<file path="src/rtl/dm_pkg.sv">
// Debug-module DMI payload types shared by the DTM, the CDC and anything
// sitting between them on the DMI channel.
package dm;

    typedef enum logic [1:0] {
        DTM_NOP   = 2'h0,
        DTM_READ  = 2'h1,
        DTM_WRITE = 2'h2
    } dtm_op_e;

    typedef struct packed {
        logic [6:0]  addr;
        dtm_op_e     op;
        logic [31:0] data;
    } dmi_req_t;

    typedef struct packed {
        logic [31:0] data;
        logic [1:0]  resp;
    } dmi_resp_t;

endpackage

</file>
<file path="src/rtl/dmi_req_arb_pkg.sv">
// Shared definitions for the DMI request arbiter: sequencer states and the
// response code returned to a requester after a timeout recovery.
package dmi_req_arb_pkg;

    typedef enum logic [2:0] {
        ST_IDLE,
        ST_ISSUE,
        ST_WAIT,
        ST_CLEAR,
        ST_RESP
    } dmi_arb_state_e;

    localparam logic [1:0] DTM_ERR = 2'h2;

endpackage

</file>
<file path="src/rtl/dmi_req_arb_timer.sv">
// Up-counter with synchronous clear and count enable.
//   clk_i, rst_ni : clock, synchronous active-low reset
//   clr_i         : force count to 0 (priority over en_i)
//   en_i          : advance count by one
//   expired_o     : count has reached Cycles-1; the counter holds there
module dmi_req_arb_timer #(
    parameter int unsigned Cycles = 1024
) (
    input  logic clk_i,
    input  logic rst_ni,
    input  logic clr_i,
    input  logic en_i,
    output logic expired_o
);

    localparam int unsigned W = (Cycles > 1) ? $clog2(Cycles) : 1;
    localparam logic [W-1:0] LAST = W'(Cycles - 1);

    logic [W-1:0] r_cnt;

    assign expired_o = (r_cnt == LAST);

    always_ff @(posedge clk_i) begin
        if (!rst_ni) begin
            r_cnt <= '0;
        end else if (clr_i) begin
            r_cnt <= '0;
        end else if (en_i && !expired_o) begin
            r_cnt <= r_cnt + 1'b1;
        end
    end

endmodule

</file>
<file path="src/rtl/dmi_req_arb.sv">
// Two-requester round-robin arbiter and single-outstanding sequencer for the
// DMI channel ahead of the DMI clock-domain crossing. A stalled crossing is
// recovered by pulsing the CDC clear and answering the owner with DTM_ERR.
//   clk_i / rst_ni              : tck, synchronous active-low reset
//   req_valid_i/req_ready_o/req_i : per-requester request handshake
//   resp_valid_o/resp_ready_i   : per-requester response handshake
//   resp_o                      : response payload (shared)
//   dmi_req_o/dmi_valid_o/dmi_ready_i  : request side of the CDC
//   dmi_resp_i/dmi_valid_i/dmi_ready_o : response side of the CDC
//   dmi_cdc_clear_o             : synchronous clear to the CDC
//   busy_o                      : sequencer not idle
//   timeout_cnt_o               : saturating count of timeouts
module dmi_req_arb
    import dmi_req_arb_pkg::*;
#(
    parameter int unsigned TimeoutCycles = 1024,
    parameter int unsigned ClearCycles   = 4
) (
    input  logic                clk_i,
    input  logic                rst_ni,
    input  logic [1:0]          req_valid_i,
    output logic [1:0]          req_ready_o,
    input  dm::dmi_req_t [1:0]  req_i,
    output logic [1:0]          resp_valid_o,
    input  logic [1:0]          resp_ready_i,
    output dm::dmi_resp_t       resp_o,
    output dm::dmi_req_t        dmi_req_o,
    output logic                dmi_valid_o,
    input  logic                dmi_ready_i,
    input  dm::dmi_resp_t       dmi_resp_i,
    input  logic                dmi_valid_i,
    output logic                dmi_ready_o,
    output logic                dmi_cdc_clear_o,
    output logic                busy_o,
    output logic [7:0]          timeout_cnt_o
);

    dmi_arb_state_e r_state;
    dm::dmi_req_t   r_req;
    dm::dmi_resp_t  r_resp;
    logic           r_owner;
    logic           r_last;
    logic           r_dmi_valid;
    logic           r_dmi_ready;
    logic           r_clear;
    logic [1:0]     r_resp_valid;
    logic           r_busy;
    logic [7:0]     r_tcnt;

    logic w_gnt;
    logic w_grant;
    logic w_tmo_exp;
    logic w_clr_exp;

    // On contention the requester that did not own the last transaction wins.
    assign w_gnt   = (req_valid_i == 2'b11) ? ~r_last : req_valid_i[1];
    assign w_grant = (r_state == ST_IDLE) && (|req_valid_i);

    assign req_ready_o = w_grant ? {w_gnt, ~w_gnt} : 2'b00;

    // Both timers restart on a grant; the clear timer only runs in CLEAR,
    // so it is still at zero when CLEAR is entered.
    dmi_req_arb_timer #(.Cycles(TimeoutCycles)) u_tmo (
        .clk_i     (clk_i),
        .rst_ni    (rst_ni),
        .clr_i     (w_grant),
        .en_i      ((r_state == ST_ISSUE) || (r_state == ST_WAIT)),
        .expired_o (w_tmo_exp)
    );

    dmi_req_arb_timer #(.Cycles(ClearCycles)) u_clr (
        .clk_i     (clk_i),
        .rst_ni    (rst_ni),
        .clr_i     (w_grant),
        .en_i      (r_state == ST_CLEAR),
        .expired_o (w_clr_exp)
    );

    always_ff @(posedge clk_i) begin
        if (!rst_ni) begin
            r_state      <= ST_IDLE;
            r_req        <= '0;
            r_resp       <= '0;
            r_owner      <= 1'b0;
            r_last       <= 1'b1;
            r_dmi_valid  <= 1'b0;
            r_dmi_ready  <= 1'b0;
            r_clear      <= 1'b0;
            r_resp_valid <= 2'b00;
            r_busy       <= 1'b0;
            r_tcnt       <= 8'd0;
        end else begin
            case (r_state)
                ST_IDLE: begin
                    if (w_grant) begin
                        r_req       <= req_i[w_gnt];
                        r_owner     <= w_gnt;
                        r_dmi_valid <= 1'b1;
                        r_busy      <= 1'b1;
                        r_state     <= ST_ISSUE;
                    end
                end
                ST_ISSUE, ST_WAIT: begin
                    // A completing handshake beats a simultaneous timeout.
                    if (r_state == ST_ISSUE && dmi_ready_i) begin
                        r_dmi_valid <= 1'b0;
                        r_dmi_ready <= 1'b1;
                        r_state     <= ST_WAIT;
                    end else if (r_state == ST_WAIT && dmi_valid_i) begin
                        r_resp       <= dmi_resp_i;
                        r_dmi_ready  <= 1'b0;
                        r_resp_valid <= {r_owner, ~r_owner};
                        r_state      <= ST_RESP;
                    end else if (w_tmo_exp) begin
                        r_resp      <= '{data: 32'h0, resp: DTM_ERR};
                        r_dmi_valid <= 1'b0;
                        r_dmi_ready <= 1'b0;
                        r_clear     <= 1'b1;
                        if (r_tcnt != 8'hFF) r_tcnt <= r_tcnt + 8'd1;
                        r_state     <= ST_CLEAR;
                    end
                end
                ST_CLEAR: begin
                    if (w_clr_exp) begin
                        r_clear      <= 1'b0;
                        r_resp_valid <= {r_owner, ~r_owner};
                        r_state      <= ST_RESP;
                    end
                end
                ST_RESP: begin
                    if (resp_ready_i[r_owner]) begin
                        r_last       <= r_owner;
                        r_resp_valid <= 2'b00;
                        r_busy       <= 1'b0;
                        r_state      <= ST_IDLE;
                    end
                end
                default: r_state <= ST_IDLE;
            endcase
        end
    end

    assign dmi_req_o       = r_req;
    assign dmi_valid_o     = r_dmi_valid;
    assign dmi_ready_o     = r_dmi_ready;
    assign dmi_cdc_clear_o = r_clear;
    assign resp_valid_o    = r_resp_valid;
    assign resp_o          = r_resp;
    assign busy_o          = r_busy;
    assign timeout_cnt_o   = r_tcnt;

endmodule

</file>
<file path="config.mk">
export PLATFORM = sky130hd
export DESIGN_NAME = dmi_req_arb
export DESIGN_NICKNAME = d
export VERILOG_FILES = /design/src/rtl/dm_pkg.sv /design/src/rtl/dmi_req_arb_pkg.sv /design/src/rtl/dmi_req_arb_timer.sv /design/src/rtl/dmi_req_arb.sv
export SDC_FILE = /design/constraint.sdc
export NUM_CORES = 1
export LEC_CHECK = 0
export ABC_AREA = 0
export CORE_MARGIN = 2
export CORE_UTILIZATION = 36
export CTS_CLUSTER_SIZE = 8
export DETAILED_ROUTE_END_ITERATION = 6
export PLACE_DENSITY = 0.81
export REMOVE_ABC_BUFFERS = 1
export SLEW_MARGIN = 20
export SYNTH_ARGS = -nofsm -noshare
export SYNTH_HDL_FRONTEND = slang
export SYNTH_SLANG_ARGS = --single-unit
export TNS_END_PERCENT = 10
</file>
<file path="constraint.sdc">
create_clock -name clk_i -period 2.2 [get_ports clk_i]
set_clock_uncertainty 0.15 [all_clocks]
set_input_delay 0.55 -clock clk_i [delete_from_list [all_inputs] [get_ports clk_i]]
set_output_delay 0.55 -clock clk_i [all_outputs]
set_load 0.02 [all_outputs]
</file>
Word-level counts from Yosys, hierarchy flattened
Index checks and enable logic that the tools add are counted.

storage, ports and cells
  word-level logic and storage cells = 107
  register bits after elaboration = 106
  output and inout port bits = 91
  bits of input ports = 124

cells by class
  $lt $le $gt $ge = 2
  reductions and logical operators = 28
  eq/ne operators = 18
  add/sub/neg operators = 3
  bitwise gates (word level) = 6
  mux-type cells = 34

operators with widths
  kind                     count
  $mux W41                 2
  $mux W34                 2
  $mux W3                  6
  $reduce_and A5 Y1        3
  $mux W1                  14
  $ne A2 B2 Y1 const B     6
  $pmux W3 S4              1
  $add A10 B1 Y10 const B  1
  $eq A10 B10 Y1 const B   1
  $mux W2                  5
  $add A8 B1 Y8 const B    1
  $ne A8 B8 Y1 const B     1
  $reduce_and A4 Y1        2
  $reduce_bool A2 Y1       4
  $eq A3 B2 Y1 const B     2
  $not A1 Y1               6
  $pmux W1 S2              3
  $pmux W2 S3              1
  $reduce_and A2 Y1        3
  $reduce_and A3 Y1        2
  $reduce_bool A3 Y1       2
  $reduce_or A2 Y1         3
  $logic_and A1 B1 Y1      5
  $eq A2 B2 Y1 const B     2
  other kinds (11)         13

Logic depth before layout (Yosys ltp)
Gate-level depths: netlist of run 1.

  word-level depth = 5
  depth in mapped cells = 9
  mapped depth without buffers = 6

Modules after synthesis
From an unflattened synthesis of run 1, not the netlist that was laid out.

unflattened totals
  cells, all modules = 428
  area total of the unflattened synthesis = 4316.6 um2

modules (own cells, without submodules)
  module                     seq. area each (um2)  cells an instance  area an instance (um2)  times used
  dmi_req_arb                1881.8                359                3674.8                  1
  dmi_req_arb_timer (u_tmo)  200.2                 60                 543.0                   1
  dmi_req_arb_timer (u_clr)  40.0                  9                  98.8                    1

Least setup slack after synthesis of run 1
OpenSTA, ideal clock, no wires.

  kind = in2reg
  start = input port dmi_ready_i
  end = register r_tcnt[4], in the netlist timeout_cnt_o[4]
  data required time = 1.991 ns
  arrival = 1.946 ns
  path buffers = 1
  setup time = 0.059 ns
  stages = 6
  slack = 0.044 ns
  cell sequence = or3b_1 > a21oi_4 > o211ai_4 > buf_6 > or4_1 > nand2_1

between the ends
  word-level cells in the longest chain between the ends = 3

RTL lines
  element                             line                text
  start: declaration                  dmi_req_arb.sv:29   input logic dmi_ready_i,
  $logic_and A1 B1 Y1                 dmi_req_arb.sv:105  if (r_state == ST_ISSUE && dmi_ready_i) begin
  $not A1 Y1 (no source line)         --
  $reduce_and A5 Y1 (no source line)  --
  end signal: assignment              dmi_req_arb.sv:119  if (r_tcnt != 8'hFF) r_tcnt <= r_tcnt + 8'd1;
  end: declaration                    dmi_req_arb.sv:48   logic [7:0] r_tcnt;

Every way passes these cells.
A chain may end at the register's enable or synchronous reset.

Worst setup path in the final report of run 1
  start = input port req_valid_i[1]
  end = output port req_ready_o[0]

between the ends
  word-level cells in the longest chain between the ends = 4
  elaborated cells between the ends (all ways) = 6
  those cells by class = 1 x eq/ne; 2 x mux; 1 x bitwise; 2 x reduce/logical

RTL lines
  element             line               text
  start: declaration  dmi_req_arb.sv:21  input logic [1:0] req_valid_i,
  $eq A2 B2 Y1        dmi_req_arb.sv:56  assign w_gnt = (req_valid_i == 2'b11) ? ~r_last : req_valid_i[1];
  $mux W1             dmi_req_arb.sv:56
  $not A1 Y1          dmi_req_arb.sv:59  assign req_ready_o = w_grant ? {w_gnt, ~w_gnt} : 2'b00;
  $mux W2 (*)         dmi_req_arb.sv:59
  end: declaration    dmi_req_arb.sv:22  output logic [1:0] req_ready_o,

Every way passes the cells marked *; elsewhere a longest branch is shown, timed or not.

==> impl_metrics.csv, run 1 <==
group,metric,value,unit
placement,gp_congestion,0.865,
clock_tree,htree_levels,3,
yosys,synth_ff_type,"dfxtp_1",
timing,hold_viol,0,
worst_setup_path,cp_max_fo,3,
clock_tree,clock_path_buffers,2,
yosys,syn_avg_cell_area,9.95,um^2
worst_setup_path,arrival,1.46,ns
routing,postRouteAntennaNets,0,
flow_run,drv_cap,0,
worst_setup_path,required,1.50,ns
yosys,synthSimpleGateAreaFrac,16.5,%
pwr,power_density,954,mW/mm^2
yosys,yosys_register_bits,106,
clock_tree,cts_made_buffers,9,
floorplan,start_util,36.5,%
routing,first_pass_iters,5,
clock_tree,insertion_delay,0.35,ns
timing,worstMarginPinSlew,0.435,ns
pwr,p_leak,2.71,nW
grt,grt_usage,20.3,%
routing,dr_total_vias,4178,
floorplan,die_w,111,um
routing,drt-total-wl,13100,um
worst_setup_path,reg2reg_depth,6,
worst_setup_path,rrSetupSlack,0.08,ns
min_path,hp-start,"dmi_req_o[32]$_SDFFE_PN0P_",
timing,post-route-period-util,98.2,%
yosys,synth-xor-area-share,2.52,%
timing,max_freq,463,MHz
timing,relSlewSlack,70.9,%
pwr,ir_drop,0.709,mV
yosys,synth.mux.area_fraction,1.21,%
timing,rsz0062_at_grt,"yes",
routing,drc,0,
grt,grt_pass1_vias,4156,
worst_setup_path,reg2reg_to,"timeout_cnt_o[7]$_SDFFE_PN0P_",
finish,drive_gt1_share,11.1,%
min_path,min_to,"dmi_req_o[32]$_SDFFE_PN0P_",
yosys,ys_types,54,
finish,final_net_count,777,
clock_tree,path_clk_slew,0.07,ns
worst_setup_path,end_kind,"output pin",
finish,num_antenna_cells,0,
clock_tree,cts_hold_buf,0,
yosys,synth_top_family_by_area,"compound AO/OA/AOI/OAI gates",
min_path,hold_path_depth,2,
yosys,yosysWarnings,0,
min_path,hold_class,"register to register",
worst_setup_path,reg2reg_from,"r_state[1]$_SDFFE_PN0P_",
routing,dr.first_iter.drc_count,306,
clock_tree,cts_tree,"yes",
grt,antenna_found_initial,0,
grt,grt_pass1_wl,20400,um
pwr,power,6.66,mW
yosys,synth-edff-count,0,
timing,fin_crit,2.16,ns
floorplan,die-area,0.0123,mm^2
floorplan,die_h,111,um
yosys,syn_inst,415,
timing,fin_hold_ws,0.286,ns
grt,grt_max_degree,35,
routing,routedWlPerCell,16.4,um
floorplan,rows,39,
placement,portBuffers,214,
floorplan,io_pins,215,
worst_setup_path,critPathKind,"primary input to output pin",
placement,dpl.hpwl,9460,um
finish,finish.utilization,61.7,%
timing,finalSetupViolations,0,
finish,syn_to_final_growth,69.3,%
outcome,status,"finished, final reports clean",
yosys,synth_compound_area_share,23.1,%
yosys,seq_area_frac_synth,51.4,%
yosys,synth_area,0.00413,mm^2
yosys,async_reset_ff_share,0,%
clock_tree,clkSinkCount,106,
timing,slew_violations,0,
clock_tree,cts_root_buf,"clkbuf_16",
floorplan,core_area,0.0113,mm^2
yosys,synth_fa_ha_area_share,0.909,%
worst_setup_path,start_kind,"primary input",
routing,vias_per_cell,5.24,
grt,overflow,0,
==> state kept, by name (all words and copies together), names as in the netlist <==
signal / flops
resp_valid_o: 2
resp_o: 34
r_last: 1
r_state: 3
dmi_ready_o: 1
dmi_req_o: 41
r_owner: 1
u_tmo.r_cnt: 10
busy_o: 1
dmi_valid_o: 1
dmi_cdc_clear_o: 1
u_clr.r_cnt: 2
timeout_cnt_o: 8
==> power by group <==
group / total, mW / internal (mW) / leakage, nW / switching (mW)
registers: 2.43 / 2.24 / 0.864 / 0.191
logic: 2.63 / 1.35 / 1.70 / 1.28
clock network: 1.61 / 0.899 / 0.149 / 0.707
==> cell usage after synthesis, types with 2 or more instances <==
library cell	number	share of area, %
o31ai_1	4	0.73
ha_1	3	0.91
xor2_1	8	1.7
inv_1	4	0.36
o211ai_1	2	0.36
o41ai_1	2	0.42
a22oi_1	22	4.0
a222oi_1	20	4.8
clkbuf_1	19	1.7
or3b_1	2	0.42
mux2i_1	5	1.2
o21ai_0	5	0.61
or3_1	2	0.30
nand3_1	6	0.73
a22o_1	33	7.0
dfxtp_1	106	51
xnor2_1	2	0.42
and2_0	2	0.30
nor3b_1	3	0.55
o21ai_1	2	0.24
or4_1	4	0.73
nand2_1	54	4.9
and2_1	6	0.91
and4_1	2	0.42
a21oi_1	12	1.5
and3_1	4	0.61
nor3_1	3	0.36
buf_2	5	0.61
buf_4	2	0.36
nor2b_1	3	0.45
buf_6	4	1.1
nand4_1	4	0.61
o21a_1	2	0.36
nor2_1	38	3.5
==> per-layer routing <==
layer / track usage, % / part of all wire, % / wire length, um / up-vias
met5: 0 / 0 / 0 / -
met4: 10.2 / 3.0 / 387 / 0
met3: 5.19 / 6.5 / 851 / 29
met2: 34.4 / 51 / 6640 / 180
met1: 23.7 / 40 / 5180 / 1967
li1: - / - / - / 2002
==> kinds of logic (layout without fill, tap and decap cells) <==
family                   Yosys count  after routing
adder cells (fa/ha/maj)            3              3
multiplexers                       5              5
flip-flops                       106            106
XOR/XNOR                          11             11
buffers and inverters             36            275
AND/OR/NAND/NOR                  140            140
AO/OA/AOI/OAI                    114            115
==> how the worst max path moves through the flow <==
| stage | endpoint | slack (ns) | cells after the start | from |
|---|---|---|---|---|
| 6_report | req_ready_o[0] | 0.04 | 4 | req_valid_i[1] |
| 5_1_grt | r_state[1]$_SDFFE_PN0P_ | -0.04 | 6 | u_tmo.r_cnt[0]$_SDFFE_PP0P_ |
| 4_1_cts | req_ready_o[1] | 0.003 | 4 | req_valid_i[0] |
| 3_5_place_dp | timeout_cnt_o[5]$_SDFFE_PN0P_ | -0.45 | 6 | dmi_ready_i |
| 3_3_place_gp | timeout_cnt_o[5]$_SDFFE_PN0P_ | -0.40 | 6 | dmi_ready_i |
| 2_1_floorplan | dmi_req_o[0]$_SDFFE_PN0P_ | -0.40 | 5 | r_state[2]$_SDFFE_PN0P_ |
==> area by class of cell <==
| type | instances | area, um^2 |
|---|---|---|
| Timing Repair Buffer | 254 | 2500 |
| Clock inverter | 2 | 17.5 |
| Multi-Input combinational cell | 274 | 1860 |
| Tap cell | 143 | 179 |
| Sequential cell | 106 | 2120 |
| Clock buffer | 14 | 284 |
| Fill cell | 925 | 4330 |
| Inverter | 5 | 18.8 |
==> repair_timing <==
item,CTS,global route
buffers inserted,1,3
pin swaps,3,1
gates resized for setup,15,7
cloned,1,0
setup endpoints to repair,40,46
==> placed cells by master, fill, tap and decap left out, types with 4 or more instances in the layout <==
cell               n
clkbuf_8           4
inv_1              4
a22oi_1           21
mux2i_1            5
or4_1              4
buf_4             33
nor2_1            38
nand2_1           54
a22o_1            33
a222oi_1          20
nand3_1            6
a21oi_1           12
and2_1             6
nand4_1            4
o31ai_1            4
clkbuf_16          9
dfxtp_1          104
buf_12             5
o21ai_0            5
xor2_1             8
clkdlybuf4s50_1  209
==> metrics by stage <==
step,worst slack [ns],setup TNS [ns],cell area [um^2],instances
global placement,-0.402,-18.91,6620,777
global route,-0.0444,-0.0445,6990,798
detailed placement,-0.447,-23.01,6620,777
floorplan,-0.399,-10.91,3970,384
finish,0.0388,0,6990,798
CTS,0.00282,0,6950,795
==> critical path, cell delays in order <==
cell	delay, ns
clkdlybuf4s50_1	0.50
nand2b_1	0.07
and3_1	0.19
buf_2	0.16
Power figures use the tool's default switching activity.
==> run 2, diff against run 1 <==
--- a/config.mk
+++ b/config.mk
@@ -10,8 +10,8 @@
 export CORE_UTILIZATION = 36
 export CTS_CLUSTER_SIZE = 8
 export DETAILED_ROUTE_END_ITERATION = 6
+export HOLD_SLACK_MARGIN = 0.02
 export PLACE_DENSITY = 0.81
-export REMOVE_ABC_BUFFERS = 1
 export SLEW_MARGIN = 20
 export SYNTH_ARGS = -nofsm -noshare
 export SYNTH_HDL_FRONTEND = slang
==> impl_metrics.csv, run 2 (synthesis results as in run 1) <==
group,metric,value,unit
outcome,status,"finished, final reports clean",
timing,finalSetupViolations,0,
finish,final_cell_mix,"clkdlybuf4s50_1, dfxtp_1, nand2_1",
routing,postRouteAntennaNets,0,
worst_setup_path,critPathTopFamily,"buffers and inverters",
pwr,seqPwrFrac,36.4,%
pwr,p_int,4.48,mW
clock_tree,cts_made_buffers,9,
floorplan,die-area,0.0123,mm^2
grt,antenna_found_initial,0,
routing,highest_layer,"met4",
clock_tree,cts_tree,"yes",
finish,design_area,0.00699,mm^2
pwr,ir_drop,0.838,mV
routing,dr_total_vias,4123,
pwr,switching_share,32.5,%
finish,final_common_cell,"clkdlybuf4s50_1",
grt,overflow,0,
timing,max_freq,468,MHz
worst_setup_path,crit_start,"timeout_cnt_o[2]$_SDFFE_PN0P_",
pwr,combPwrFrac,39.2,%
worst_setup_path,start_kind,"register",
routing,dr.first_iter.drc_count,289,
floorplan,core_area,0.0113,mm^2
pwr,switchingPower,2.16,mW
finish,final_cell_count_no_fill,796,
worst_setup_path,reg2reg_to,"timeout_cnt_o[7]$_SDFFE_PN0P_",
finish,finish.utilization,61.8,%
timing,tns,0,ns
placement,dpl_cell_area,0.00657,mm^2
timing,rsz0062_at_grt,"no",
finish,final_net_count,775,
flow_run,drv_cap,0,
finish,largest_reg_flops,41,
timing,hold_viol,0,
grt,grt_max_degree,35,
floorplan,rows,39,
worst_setup_path,cp_max_fo,7,
min_path,hold_path_depth,2,
routing,vias_per_cell,5.18,
placement,portBuffers,214,
worst_setup_path,critPathKind,"register to output pin",
routing,wl_met3,954,um
routing,routedWlPerCell,16.0,um
worst_setup_path,cp_slowest_cell,"clkdlybuf4s50_1",
grt,grt_pass1_wl,20300,um
finish,num_antenna_cells,0,
placement,gp_congestion,0.825,
worst_setup_path,critPathMaxStageDelay,0.64,ns
worst_setup_path,reg2reg_from,"r_state[0]$_SDFFE_PN0P_",
clock_tree,cts_root_buf,"clkbuf_16",
timing,fin_crit,2.14,ns
worst_setup_path,end_kind,"output pin",
clock_tree,clock_path_buffers,2,
clock_tree,path_clk_slew,0.07,ns
routing,drt-total-wl,12700,um
worst_setup_path,crit_chain,"clkdlybuf4s50_1",
timing,worstMarginPinSlew,0.403,ns
yosys,syn_nets,542,
pwr,pwr-share-clk,24.4,%
floorplan,io_pins,215,
placement,dpl.hpwl,9320,um
floorplan,die_h,111,um
clock_tree,cts_hold_buf,0,
clock_tree,clkSinkCount,106,
worst_setup_path,path_buf_inv,1,
routing,wl_met1,5150,um
finish,drive_gt1_share,10.6,%
grt,grt_usage,20.2,%
placement,dpl.cell_count,769,
floorplan,die_w,111,um
worst_setup_path,reg2reg_depth,6,
finish,syn_to_final_growth,69.4,%
pwr,power_density,950,mW/mm^2
worst_setup_path,required,1.50,ns
pwr,p_leak,2.73,nW
worst_setup_path,critPathCapture,"timeout_cnt_o[2]",
grt,grt_pass1_vias,4158,
worst_setup_path,rrSetupSlack,0.08,ns
routing,met2WireLength,6360,um
worst_setup_path,path_depth,1,
min_path,hold_class,"register to register",
routing,first_pass_iters,5,
routing,drc,0,
worst_setup_path,arrival,1.44,ns
floorplan,start_util,36.5,%
clock_tree,htree_levels,3,
timing,relSlewSlack,73.1,%
clock_tree,insertion_delay,0.35,ns
timing,post-route-period-util,97.2,%
timing,slew_violations,0,
-- run 2: how the worst min path moves through the flow --
stage,from,end
after CTS,dmi_req_o[24]$_SDFFE_PN0P_,dmi_req_o[24]$_SDFFE_PN0P_
after detailed placement,dmi_req_o[24]$_SDFFE_PN0P_,dmi_req_o[24]$_SDFFE_PN0P_
after floorplan,u_tmo.r_cnt[7]$_SDFFE_PP0P_,u_tmo.r_cnt[7]$_SDFFE_PP0P_
after global placement,dmi_req_o[13]$_SDFFE_PN0P_,dmi_req_o[13]$_SDFFE_PN0P_
final,dmi_req_o[24]$_SDFFE_PN0P_,dmi_req_o[24]$_SDFFE_PN0P_
after global routing,dmi_req_o[5]$_SDFFE_PN0P_,dmi_req_o[5]$_SDFFE_PN0P_
-- run 2: metrics by stage --
stage | setup slack, ns | hold WS (ns) | total power, mW
2_1_floorplan | 0.0443 | 0.303 | 3.75
3_3_place_gp | -0.538 | 0.275 | 4.88
3_5_place_dp | -0.539 | 0.279 | 4.96
4_1_cts | -0.000680 | 0.288 | 6.60
5_1_grt | 0.0129 | 0.305 | 6.96
6_report | 0.0627 | 0.284 | 6.64
-- run 2: cell type report --
class / count / area [um^2]
Sequential cell: 106 / 2120
Clock inverter: 4 / 51.3
Fill cell: 914 / 4330
Multi-Input combinational cell: 274 / 1870
Tap cell: 143 / 179
Clock buffer: 12 / 246
Inverter: 5 / 18.8
Timing Repair Buffer: 252 / 2510
-- run 2: per-layer routing --
layer | GRT usage [%] | up-vias
met5 | 0 | -
met3 | 6.89 | 19
li1 | - | 1999
met4 | 7.16 | 0
met1 | 22.5 | 1926
met2 | 35.8 | 179
-- run 2: repair_timing --
item                       in CTS  in global routing
gates resized for setup        16                 10
pin swaps                       6                  1
hold endpoints to repair        0                  0
cloned                          1                  0
buffers inserted                2                  8
setup endpoints to repair      40                 41
-- run 2: power by group through the flow --
stage	combinational (mW)	sequential, mW	clock, mW
after global routing	2.78	2.46	1.72
after detailed placement	2.50	2.46	0
after floorplan	0.970	2.78	0
after global placement	2.44	2.44	0
final	2.60	2.42	1.62
after CTS	2.52	2.42	1.66
